--- src/rtl/rat_irq_ctrl.sv ---
// rat_irq_ctrl - priority interrupt controller for the RAT CPU I/O bus.
//
// Collects up to eight edge-triggered sources, arbitrates by lowest index
// and raises INTERRUPT until firmware acknowledges. Four consecutive port
// IDs from BASE_ID: MASK (rw), PENDING (ro), VECTOR / ACK, STATE / EOI.
//
// Compile-time option: define RAT_IRQ_SYNC_EN to put a 2-flop synchronizer
// on every IRQ bit ahead of edge detection (asynchronous sources, +2 cycles).
//
// state      | meaning
// -----------+-----------------------------------------------------------
// ST_IDLE    | no request outstanding; watching (pending & mask)
// ST_REQ     | vec latched, INTERRUPT asserted, waiting for ACK write
// ST_SERVICE | ISR running, pending[vec] cleared, waiting for EOI write

module rat_irq_ctrl #(
   parameter int          N_SRC   = 8,
   parameter logic [7:0]  BASE_ID = 8'hE0
) (
   input  logic             CLK,
   input  logic             RESET_N,
   input  logic [N_SRC-1:0] IRQ,
   input  logic [7:0]       PORT_ID,
   input  logic [7:0]       OUT_PORT,
   input  logic             IO_STRB,
   output logic             INTERRUPT,
   output logic [7:0]       IRQ_DOUT,
   output logic             IRQ_SEL
);

   typedef enum logic [1:0] {
      ST_IDLE    = 2'd0,
      ST_REQ     = 2'd1,
      ST_SERVICE = 2'd2
   } state_t;

   // Bits above N_SRC never exist, so they are forced to zero on every path.
   localparam logic [8:0] SRC_MASK9 = (9'd1 << N_SRC) - 9'd1;
   localparam logic [7:0] SRC_MASK  = SRC_MASK9[7:0];

   state_t       r_state;
   state_t       w_state_nxt;
   logic [7:0]   r_mask;
   logic [7:0]   r_pending;
   logic [2:0]   r_vec;
   logic [7:0]   r_irq_prev;

   logic [7:0]   w_irq8;
   logic [7:0]   w_irq_smp;
   logic [7:0]   w_rise;
   logic [7:0]   w_req;
   logic [2:0]   w_lowest;
   logic [7:0]   w_ack_clr;
   logic         w_wr;
   logic         w_wr_mask;
   logic         w_ack;
   logic         w_eoi;
   logic         w_load_vec;

   // Zero-extend the source vector to the full 8-bit register width.
   always_comb begin
      w_irq8            = '0;
      w_irq8[N_SRC-1:0] = IRQ;
   end

`ifdef RAT_IRQ_SYNC_EN
   logic [7:0] r_sync1;
   logic [7:0] r_sync2;

   // Two-flop synchronizer per source bit.
   always_ff @(posedge CLK or negedge RESET_N) begin
      if (!RESET_N) begin
         r_sync1 <= '0;
         r_sync2 <= '0;
      end else begin
         r_sync1 <= w_irq8;
         r_sync2 <= r_sync1;
      end
   end

   assign w_irq_smp = r_sync2;
`else
   assign w_irq_smp = w_irq8;
`endif

   // Previous sample for edge detection; cleared in reset so a source held
   // high across reset release is seen as a fresh edge.
   always_ff @(posedge CLK or negedge RESET_N) begin
      if (!RESET_N) r_irq_prev <= '0;
      else          r_irq_prev <= w_irq_smp;
   end

   assign w_rise = w_irq_smp & ~r_irq_prev & SRC_MASK;

   // Bus decode: port window is the 4-aligned block at BASE_ID.
   assign IRQ_SEL   = (PORT_ID[7:2] == BASE_ID[7:2]);
   assign w_wr      = IO_STRB & IRQ_SEL;
   assign w_wr_mask = w_wr & (PORT_ID[1:0] == 2'd0);
   assign w_ack     = w_wr & (PORT_ID[1:0] == 2'd2);
   assign w_eoi     = w_wr & (PORT_ID[1:0] == 2'd3);

   // Lowest enabled pending index wins (bit 0 highest priority).
   always_comb begin
      w_req    = r_pending & r_mask;
      w_lowest = 3'd0;
      for (int i = 7; i >= 0; i--) begin
         if (w_req[i]) w_lowest = 3'(i);
      end
   end

   // Next-state decode; ACK outside REQ and EOI outside SERVICE fall through.
   always_comb begin
      w_state_nxt = r_state;
      w_load_vec  = 1'b0;
      w_ack_clr   = '0;
      case (r_state)
         ST_IDLE: begin
            if (w_req != 8'd0) begin
               w_state_nxt = ST_REQ;
               w_load_vec  = 1'b1;
            end
         end
         ST_REQ: begin
            if (w_ack) begin
               w_state_nxt = ST_SERVICE;
               w_ack_clr   = 8'd1 << r_vec;
            end
         end
         ST_SERVICE: begin
            if (w_eoi) w_state_nxt = ST_IDLE;
         end
         default: w_state_nxt = ST_IDLE;
      endcase
   end

   // State register.
   always_ff @(posedge CLK or negedge RESET_N) begin
      if (!RESET_N) r_state <= ST_IDLE;
      else          r_state <= w_state_nxt;
   end

   // Vector latches only on entry to REQ, so it stays frozen through service.
   always_ff @(posedge CLK or negedge RESET_N) begin
      if (!RESET_N)        r_vec <= 3'd0;
      else if (w_load_vec) r_vec <= w_lowest;
   end

   // Mask register; clearing the active source's bit does not cancel REQ.
   always_ff @(posedge CLK or negedge RESET_N) begin
      if (!RESET_N)       r_mask <= 8'h00;
      else if (w_wr_mask) r_mask <= OUT_PORT & SRC_MASK;
   end

   // Pending latches edges even when masked; a new edge beats the ACK clear.
   always_ff @(posedge CLK or negedge RESET_N) begin
      if (!RESET_N) r_pending <= 8'h00;
      else          r_pending <= (r_pending & ~w_ack_clr) | w_rise;
   end

   assign INTERRUPT = (r_state == ST_REQ);

   // Zero-latency read mux for the CPU IN_PORT.
   always_comb begin
      IRQ_DOUT = 8'h00;
      if (IRQ_SEL) begin
         case (PORT_ID[1:0])
            2'd0:    IRQ_DOUT = r_mask;
            2'd1:    IRQ_DOUT = r_pending;
            2'd2:    IRQ_DOUT = {5'b0, r_vec};
            default: IRQ_DOUT = {6'b0, r_state};
         endcase
      end
   end

endmodule

--- config.mk ---
export PLATFORM = sky130hd
export DESIGN_NAME = rat_irq_ctrl
export DESIGN_NICKNAME = d
export VERILOG_FILES = /design/src/rtl/rat_irq_ctrl.sv
export SDC_FILE = /design/constraint.sdc
export NUM_CORES = 1
export LEC_CHECK = 0
export BUFFER_PORTS_ARGS = -buffer_cell sky130_fd_sc_hd__buf_2
export CAP_MARGIN = 20
export CELL_PAD_IN_SITES_DETAIL_PLACEMENT = 1
export CELL_PAD_IN_SITES_GLOBAL_PLACEMENT = 1
export CORE_MARGIN = 5
export CORE_UTILIZATION = 35
export DETAILED_ROUTE_END_ITERATION = 8
export PLACE_DENSITY_LB_ADDON = 0.1
export SYNTH_ARGS = -nofsm -noshare
export SYNTH_HDL_FRONTEND = slang
export SYNTH_SLANG_ARGS = --single-unit
--- constraint.sdc ---
create_clock -name CLK -period 1.25 [get_ports CLK]
set_input_delay 0.0625 -clock CLK [delete_from_list [all_inputs] [get_ports CLK]]
set_output_delay 0.0625 -clock CLK [all_outputs]
set_load 0.02 [all_outputs]
==> impl_metrics.env, run 1 <==
export IMPL_status="complete, but fails checks"
export IMPL_failed_checks="negative setup slack"
export IMPL_pin_count_of_the_biggest_net_entering_global_routing=30
export IMPL_setup_ws_post_layout_ps=-255
export IMPL_cts_sinks=29
export IMPL_met2_length_um=2620
export IMPL_leakage_nw=1.16
export IMPL_power_switching_share_pct=30.2
export IMPL_layout_min_cycle_time_ps=1510
export IMPL_wirelength_um=5010
export IMPL_final_setup_tns_ps=-1840
export IMPL_final_max_slew_violation_count=0
export IMPL_levels_on_crit_path=3
export IMPL_start_kind="register"
export IMPL_route_top_layer_used="met4"
export IMPL_globalRoute_totalOverflow=0
export IMPL_gp_congestion=0.777
export IMPL_syn_nets=157
export IMPL_synthesis_yosys_warnings=0
export IMPL_reg2reg_slack_ps=-170
export IMPL_peakVddDrop_uv=710
export IMPL_crit_path_end_kind="output port"
export IMPL_dpl_worst_slack_ps=-354
export IMPL_global_route_usage_total_pct=18.6
export IMPL_wl_per_instance_um=18.9
export IMPL_clockBufferDepth=2
export IMPL_regToRegStartpoint="r_state[1]"
export IMPL_crit_chain="mux4_2 > nor2b_4 > buf_6"
export IMPL_route_met3_wl_um=282
export IMPL_timing_critical_path_slowest_cell_delay_ps=480
export IMPL_critical_path_top_delay_family="multiplexers"
export IMPL_cts_tree="built"
export IMPL_n_fill_cell=420
export IMPL_timing_final_crit_share_pct=120
export IMPL_cts_buffers=5
export IMPL_core_area_sq_mm=0.00403
export IMPL_ys_ff_latch=29
export IMPL_die_height_um=74.6
export IMPL_power_switching_w=0.000916
export IMPL_routed_via_count=1383
export IMPL_root_buffer="sky130_fd_sc_hd__clkbuf_8"
export IMPL_crit_path_max_fanout=2
export IMPL_clock_skew_final_ps=4.92
export IMPL_seq_power_share_pct=36.4
export IMPL_row_count=23
export IMPL_synth_area_sq_mm=0.00146
export IMPL_port_buffers=36
export IMPL_ys_seq_area_share_pct=49.7
export IMPL_layout_cells_non_filler=265
export IMPL_timing_reg2reg_worst_path_depth=6
export IMPL_tightest_pin_transition_ps=390
export IMPL_clkLatencyLatePin_ps=280
export IMPL_hold_path_endpoint="r_mask[7]"
export IMPL_dieArea_sq_mm=0.00556
export IMPL_first_global_vias=1566
export IMPL_regToRegEndpoint="r_pending[2]"
export IMPL_report_final_hold_viol_count=0
export IMPL_holdCritPathClass="primary input to register"
export IMPL_internal_power_consumption_w=0.00211
export IMPL_initialDrtViolationCount=58
export IMPL_power_density_mw_per_mm2=1240
export IMPL_ios=37
export IMPL_vias_per_cell=5.22
export IMPL_grt_antenna_before_repair=0
export IMPL_maxClockFrequency_mhz=664
export IMPL_mostFrequentLayoutCell="sky130_fd_sc_hd__buf_4"
export IMPL_min_from="OUT_PORT[7]"
export IMPL_routedLengthMet1_um=2010
export IMPL_clkSlewWorstSetupHoldPaths_ps=70
export IMPL_setup_violations=24
export IMPL_synth_cell_types=31
export IMPL_post_place_cells=233
export IMPL_share_of_post_route_cells_with_drive_strength_above_1_pct=60.0
export IMPL_crit_slowest_cell="sky130_fd_sc_hd__mux4_2"
export IMPL_cp_buffers_inverters=1
export IMPL_grt_setup_unrepaired="true"
export IMPL_timing_worst_setup_path_type="register to output port"
export IMPL_clockPowerShare_pct=33.5
export IMPL_dp_final_hpwl_um=3310
export IMPL_drcViolationCount=0
export IMPL_initial_utilization_pct=36.2
export IMPL_grt_pass1_wl_um=7650
export IMPL_timing_max_slew_rel_slack_pct=74.0
export IMPL_layout_area_growth_over_synthesis_pct=67.5
export IMPL_synthesis_instances=130
export IMPL_worst_ep_arrival_time_ps=1440
export IMPL_final_antenna_net_count=0
export IMPL_worst_ep_required_time_ps=1190
export IMPL_dieWidth_um=74.6
export IMPL_drtPass1Iterations=4
export IMPL_clock_tree_htree_level_count=2
export IMPL_maxCapViolations=0
export IMPL_antenna_cells=0
export IMPL_whs_path_depth=2
export IMPL_postSynthAreaPerCell_sq_um=11.2
export IMPL_combinationalPowerShare_pct=30.1
export IMPL_mostFrequentLayoutCells="sky130_fd_sc_hd__buf_4, sky130_fd_sc_hd__buf_2, sky130_fd_sc_hd__dfrtp_1"
export IMPL_nNetsFinal=241
[worst reg2reg max path, delay by kind of cell (launching register included)]
kind / cells / cell delay [ps]
flip-flops: 1 / 420
AND/OR/NAND/NOR: 2 / 260
AO/OA/AOI/OAI: 2 / 320
buffers and inverters: 2 / 300
[kinds of logic (layout without fill, tap and decap cells)]
group,after synthesis,in the layout,synth area share [%]
buffers and inverters,16,101,4.72
multiplexers,16,16,15.4
flip-flops,29,29,49.7
XOR/XNOR,1,1,0.600
AO/OA/AOI/OAI,33,33,15.4
AND/OR/NAND/NOR,35,35,14.2
[repair_timing]
item,4_1_cts,5_1_grt
hold buffers,9,0
pin swaps,5,13
setup endpoints to repair,24,29
endpoints found under the hold margin,37,0
resized for setup,31,31
buffers inserted,9,10
[synthesized netlist by cell type (all sizes together)]
cell type / count / area share (%)
nand2: 11 / 2.8
nand2b: 2 / 0.86
o31ai: 5 / 2.6
nor2b: 4 / 1.7
o2bb2ai: 1 / 0.60
a32o: 2 / 1.4
mux2: 8 / 8.2
mux2i: 6 / 4.1
nand3b: 1 / 0.51
a22oi: 4 / 2.1
xnor2: 1 / 0.60
nor4b: 1 / 1.6
a211oi: 1 / 0.51
dfrtp: 29 / 50
buf: 2 / 1.1
nor3: 5 / 1.7
clkbuf: 3 / 0.77
a21oi: 5 / 1.7
o21ai: 9 / 3.1
nand4: 2 / 1.9
o41ai: 4 / 2.4
a2bb2oi: 1 / 0.60
or3: 1 / 0.43
nor3b: 1 / 0.51
mux4: 2 / 3.1
nand3: 3 / 1.0
a31oi: 1 / 0.43
inv: 11 / 2.8
nor2: 4 / 1.0
[power by group through the flow]
stage                     registers, W  logic, W  clock network, W
after detailed placement       0.00111  0.000604                 0
after CTS                      0.00109  0.000723           0.00103
after global placement         0.00111  0.000573                 0
after global routing           0.00111  0.000962           0.00108
final                          0.00110  0.000910           0.00102
after floorplan                0.00109  0.000331                 0
[per-layer routing]
metal | up-vias | global-route usage (%)
li1 | 642 | -
met1 | 680 | 22.2
met2 | 48 | 33.1
met3 | 13 | 4.19
met4 | 0 | 6.13
met5 | - | 0
[worst max path at each step]
stage / start / end
6_report: r_state[1] / IRQ_DOUT[1]
5_1_grt: r_state[1] / IRQ_DOUT[1]
4_1_cts: r_pending[0] / IRQ_DOUT[0]
3_5_place_dp: PORT_ID[3] / r_mask[4]
3_3_place_gp: PORT_ID[3] / r_mask[3]
2_1_floorplan: PORT_ID[3] / r_mask[0]
[flip-flops by register name, summed over array words and instances (netlist names)]
signal	flops
r_mask	8
r_vec	3
r_state	2
r_pending	8
r_irq_prev	8
[metrics by stage]
step                utilization (%)  cell area [sq um]  hold WS [ps]  total power (W)
floorplan                         -               1490          -233          0.00142
global placement               46.8               1890          93.4          0.00168
detailed placement             46.8               1890           101          0.00172
CTS                            56.4               2270          8.91          0.00284
global route                   60.7               2440          7.70          0.00316
finish                         60.7               2440          12.3          0.00303
[layout make-up]
cell class	count	area, sq um	area share [%]
Sequential cell	29	728	29.8
Tap cell	50	62.6	2.56
Clock buffer	7	86.3	3.53
Timing Repair Buffer	82	643	26.3
Multi-Input combinational cell	85	852	34.9
Inverter	11	41.3	1.69
Clock inverter	1	30.0	1.23
(Power assumes the default switching activity.)
==> run 2: changes to the inputs <==
- RECOVER_POWER: not set -> 50
==> impl_metrics.env, run 2 (same netlist as run 1, synthesis figures left out) <==
export IMPL_wirelength_um=4980
export IMPL_setup_violations=24
export IMPL_cts_buffers=5
export IMPL_cts_tree="built"
export IMPL_share_of_post_route_cells_with_drive_strength_above_1_pct=56.3
export IMPL_first_global_vias=1566
export IMPL_final_antenna_net_count=0
export IMPL_drcViolationCount=0
export IMPL_post_place_cells=233
export IMPL_internal_power_consumption_w=0.00211
export IMPL_dieWidth_um=74.6
export IMPL_clkSlewWorstSetupHoldPaths_ps=70
export IMPL_ios=37
export IMPL_crit_path_end_kind="output port"
export IMPL_report_final_hold_viol_count=0
export IMPL_port_buffers=36
export IMPL_start_kind="register"
export IMPL_holdCritPathClass="primary input to register"
export IMPL_worst_ep_required_time_ps=1190
export IMPL_drtPass1Iterations=4
export IMPL_wl_per_instance_um=18.8
export IMPL_initialDrtViolationCount=53
export IMPL_antenna_cells=0
export IMPL_power_switching_w=0.000911
export IMPL_n_fill_cell=422
export IMPL_worst_ep_arrival_time_ps=1440
export IMPL_peakVddDrop_uv=705
export IMPL_mostFrequentLayoutCells="sky130_fd_sc_hd__buf_4, sky130_fd_sc_hd__dfrtp_1, sky130_fd_sc_hd__buf_2"
export IMPL_root_buffer="sky130_fd_sc_hd__clkbuf_8"
export IMPL_initial_utilization_pct=36.2
export IMPL_grt_setup_unrepaired="true"
export IMPL_clockBufferDepth=2
export IMPL_hold_slack_ps=13.2
export IMPL_dieArea_sq_mm=0.00556
export IMPL_dpl_worst_slack_ps=-354
export IMPL_crit_path_max_fanout=2
export IMPL_layout_area_growth_over_synthesis_pct=66.6
export IMPL_mostFrequentLayoutCell="sky130_fd_sc_hd__buf_4"
export IMPL_final_setup_tns_ps=-1810
export IMPL_layout_min_cycle_time_ps=1500
export IMPL_sequential_cell_area_sq_um=728
export IMPL_nNetsFinal=241
export IMPL_clockPowerShare_pct=33.6
export IMPL_leakage_nw=1.14
export IMPL_placedInstanceArea_sq_mm=0.00189
export IMPL_pin_count_of_the_biggest_net_entering_global_routing=30
export IMPL_clock_skew_final_ps=4.73
export IMPL_post_route_cell_area_sq_mm=0.00243
export IMPL_final_max_slew_violation_count=0
export IMPL_power_density_mw_per_mm2=1240
export IMPL_setup_ws_post_layout_ps=-254
export IMPL_grt_pass1_wl_um=7650
export IMPL_timing_final_crit_share_pct=120
export IMPL_timing_worst_setup_path_type="register to output port"
export IMPL_power_switching_share_pct=30.2
export IMPL_failed_checks="negative setup slack"
export IMPL_timing_max_slew_rel_slack_pct=49.8
export IMPL_clkLatencyLatePin_ps=280
export IMPL_clock_tree_htree_level_count=2
export IMPL_cts_sinks=29
export IMPL_row_count=23
export IMPL_maxCapViolations=0
export IMPL_core_area_sq_mm=0.00403
export IMPL_globalRoute_totalOverflow=0
export IMPL_tightest_pin_transition_ps=752
export IMPL_registers_with_the_highest_flip_flop_counts="r_irq_prev x8, r_mask x8, r_pending x8"
export IMPL_dp_final_hpwl_um=3310
export IMPL_grt_antenna_before_repair=0
export IMPL_gp_congestion=0.777
export IMPL_global_route_usage_total_pct=18.6
export IMPL_area_occupied_by_multi_input_gates_sq_um=852
export IMPL_routed_via_count=1388
export IMPL_maxClockFrequency_mhz=665
export IMPL_combinationalPowerShare_pct=29.9
export IMPL_vias_per_cell=5.24
export IMPL_layout_cells_non_filler=265
export IMPL_die_height_um=74.6
export IMPL_seq_power_share_pct=36.5
export IMPL_status="complete, but fails checks"
==> run 2: cell count changes in the layout (fill, tap and decap cells not counted) <==
cell,before,now
sky130_fd_sc_hd__buf_2,27,19
sky130_fd_sc_hd__clkbuf_2,0,1
sky130_fd_sc_hd__buf_4,29,28
sky130_fd_sc_hd__clkbuf_1,1,9
==> run 2: final timing paths <==
path	start	to	slack (ps)	cells after the start
worst max-delay path	r_state[1]	IRQ_DOUT[1]	-250	3
worst max register to register	r_state[1]	r_pending[2]	-160	6
max in group asynchronous	RESET_N	r_pending[2]	260	3
min in group asynchronous	RESET_N	r_mask[7]	460	3
worst min register to register	r_irq_prev[3]	r_pending[3]	400	1
worst min-delay path	OUT_PORT[7]	r_mask[7]	10	2
==> run 2: power groups by stage <==
stage	clock network, W	registers (W)	logic [W]
2_1_floorplan	0	0.00109	0.000331
3_3_place_gp	0	0.00111	0.000573
3_5_place_dp	0	0.00111	0.000604
4_1_cts	0.00103	0.00109	0.000723
5_1_grt	0.00108	0.00111	0.000957
6_report	0.00101	0.00110	0.000903
==> run 2: per-layer routing <==
metal  wire (um)  track usage [%]
met5           0                0
met1        1950             22.2
met2        2620             33.1
met4         100             6.13
met3         304             4.19
==> run 2: repair_timing <==
action                                  CTS  global route
resized for setup                        31            31
hold buffers                              9             0
pin swaps                                 5            13
hold endpoints to repair                 37             0
endpoints found under the setup margin   24            29
buffers inserted                          9            10
==> run 2: through the flow <==
stage / util [%] / total power [W]
2_1_floorplan: - / 0.00142
3_3_place_gp: 46.8 / 0.00168
3_5_place_dp: 46.8 / 0.00172
4_1_cts: 56.4 / 0.00284
5_1_grt: 60.3 / 0.00315
6_report: 60.3 / 0.00302
==> run 2: area by class of cell <==
cell class / count / area share [%]
Multi-Input combinational cell: 85 / 35.0
Sequential cell: 29 / 30.0
Timing Repair Buffer: 82 / 25.9
Clock buffer: 7 / 3.55
Tap cell: 50 / 2.57
Inverter: 11 / 1.70
Clock inverter: 1 / 1.24
==> run 2: critical path: stages, from the launching register on <==
cell,delay [ps]
sky130_fd_sc_hd__dfrtp_2,420
sky130_fd_sc_hd__mux4_2,480
sky130_fd_sc_hd__nor2b_4,140
sky130_fd_sc_hd__buf_6,120
==> run 3: changes to the inputs <==
--- a/config.mk
+++ b/config.mk
@@ -14,5 +14,5 @@
 export DETAILED_ROUTE_END_ITERATION = 8
 export PLACE_DENSITY_LB_ADDON = 0.1
-export RECOVER_POWER = 50
+export RECOVER_POWER = 25
 export SYNTH_ARGS = -nofsm -noshare
 export SYNTH_HDL_FRONTEND = slang
==> constraint.sdc (replaced) <==
create_clock -name CLK -period 1.25 [get_ports CLK]
set_input_delay 0.0625 -clock CLK [delete_from_list [all_inputs] [get_ports CLK]]
set_output_delay 0.0625 -clock CLK [all_outputs]
set_load 0.01 [all_outputs]
==> impl_metrics.env, run 3 (same netlist as run 1, synthesis figures left out) <==
export IMPL_setup_ws_post_layout_ps=-273
export IMPL_pin_count_of_the_biggest_net_entering_global_routing=30
export IMPL_die_height_um=74.6
export IMPL_crit_chain="mux4_2 > nor2b_1 > buf_2"
export IMPL_final_antenna_net_count=0
export IMPL_layout_min_cycle_time_ps=1520
export IMPL_status="complete, but fails checks"
export IMPL_antenna_cells=0
export IMPL_worst_ep_required_time_ps=1190
export IMPL_report_final_hold_viol_count=0
export IMPL_ios=37
export IMPL_initial_utilization_pct=36.2
export IMPL_wirelength_um=5360
export IMPL_timing_max_slew_rel_slack_pct=50.1
export IMPL_clkLatencyLatePin_ps=290
export IMPL_timing_worst_setup_path_type="register to output port"
export IMPL_power_density_mw_per_mm2=1250
export IMPL_grt_setup_unrepaired="true"
export IMPL_timing_reg2reg_worst_path_depth=7
export IMPL_worst_ep_arrival_time_ps=1460
export IMPL_post_place_cells=237
export IMPL_mostFrequentLayoutCells="sky130_fd_sc_hd__dfrtp_1, sky130_fd_sc_hd__buf_4, sky130_fd_sc_hd__buf_2"
export IMPL_cts_sinks=29
export IMPL_port_buffers=36
export IMPL_routed_via_count=1394
export IMPL_crit_slowest_cell="sky130_fd_sc_hd__mux4_2"
export IMPL_dp_final_hpwl_um=3400
export IMPL_vias_per_cell=5.24
export IMPL_first_global_vias=1525
export IMPL_dieWidth_um=74.6
export IMPL_maxClockFrequency_mhz=657
export IMPL_dieArea_sq_mm=0.00556
export IMPL_mostFrequentLayoutCell="sky130_fd_sc_hd__dfrtp_1"
export IMPL_tightest_pin_transition_ps=748
export IMPL_holdCritPathClass="primary input to register"
export IMPL_gp_congestion=0.824
export IMPL_cts_tree="built"
export IMPL_core_area_sq_mm=0.00403
export IMPL_crit_path_max_fanout=2
export IMPL_layout_cells_non_filler=266
export IMPL_power_w=0.00313
export IMPL_crit_path_end_kind="output port"
export IMPL_timing_critical_path_slowest_cell_delay_ps=480
export IMPL_timing_final_crit_share_pct=122
export IMPL_grt_pass1_wl_um=7730
export IMPL_cts_buffers=5
export IMPL_wl_per_instance_um=20.2
export IMPL_clkSlewWorstSetupHoldPaths_ps=60
export IMPL_drcViolationCount=0
export IMPL_final_max_slew_violation_count=0
export IMPL_n_fill_cell=427
export IMPL_share_of_post_route_cells_with_drive_strength_above_1_pct=55.6
export IMPL_clock_tree_htree_level_count=2
export IMPL_whs_path_depth=2
export IMPL_utilization_pct=62.3
export IMPL_setup_violations=29
export IMPL_leakage_nw=1.19
export IMPL_start_kind="register"
export IMPL_globalRoute_totalOverflow=0
export IMPL_peakVddDrop_uv=672
export IMPL_global_route_usage_total_pct=19.4
export IMPL_root_buffer="sky130_fd_sc_hd__clkbuf_8"
export IMPL_layout_area_growth_over_synthesis_pct=72.0
export IMPL_maxCapViolations=0
export IMPL_registers_with_the_highest_flip_flop_counts="r_irq_prev x8, r_mask x8, r_pending x8"
export IMPL_grt_antenna_before_repair=0
export IMPL_row_count=23
export IMPL_drtPass1Iterations=4
export IMPL_initialDrtViolationCount=39
export IMPL_final_setup_tns_ps=-3600
export IMPL_clockBufferDepth=2
export IMPL_nNetsFinal=242
export IMPL_clock_skew_final_ps=7.82
export IMPL_failed_checks="negative setup slack"
-- run 3: through the flow --
step | setup WS (ps) | area [sq um] | hold slack, ps
2_1_floorplan | -213 | 1470 | -233
3_3_place_gp | -313 | 1890 | 129
3_5_place_dp | -442 | 1890 | 135
4_1_cts | -244 | 2320 | 0.560
5_1_grt | -314 | 2510 | 3.85
6_report | -273 | 2510 | 12.1
-- run 3: timing repair --
item,CTS,global route
hold buffers,9,0
setup buffers,7,5
resized for setup,40,30
pin swaps,7,15
endpoints found under the hold margin,37,0
setup endpoints to repair,27,29
-- run 3: critical path: cells and delay by family, from the launching register on --
kind | cells | cell delay [ps]
DFF | 1 | 410
muxes | 1 | 480
and+or+nand+nor | 1 | 150
buffers and inverters | 1 | 130
-- run 3: path summary, 6_finish.rpt --
check | from | endpoint | slack [ps]
worst max-delay path | r_state[1] | IRQ_DOUT[1] | -270
worst min-delay path | OUT_PORT[7] | r_mask[7] | 10
worst max register to register | r_state[1] | r_pending[5] | -230
worst min register to register | r_irq_prev[2] | r_pending[2] | 400
max in group asynchronous | RESET_N | r_mask[2] | 360
min in group asynchronous | RESET_N | r_mask[0] | 370
-- run 3: cell type report --
type / count / area [sq um] / share of cell area (%)
multi-input cells: 85 / 920 / 36.6
clock buffers: 7 / 86.3 / 3.44
flip-flops and latches: 29 / 728 / 29.0
inverters: 11 / 41.3 / 1.65
well taps: 50 / 62.6 / 2.49
repair buffers: 83 / 642 / 25.6
clock inverters: 1 / 30.0 / 1.20
-- run 3: metal layers --
layer / track usage (%) / routed length (um) / vias up / part of all wire, %
li1: - / - / 644 / -
met1: 22.4 / 2120 / 699 / 39
met2: 34.5 / 2810 / 43 / 52
met3: 5.00 / 330 / 8 / 6.2
met4: 7.11 / 101 / 0 / 1.9
met5: 0 / 0 / - / 0
-- run 3: power by group --
group | total, W | internal [W] | switching, W
logic | 0.00100 | 0.000517 | 0.000486
clock network | 0.00102 | 0.000649 | 0.000368
registers | 0.00111 | 0.00102 | 0.0000915
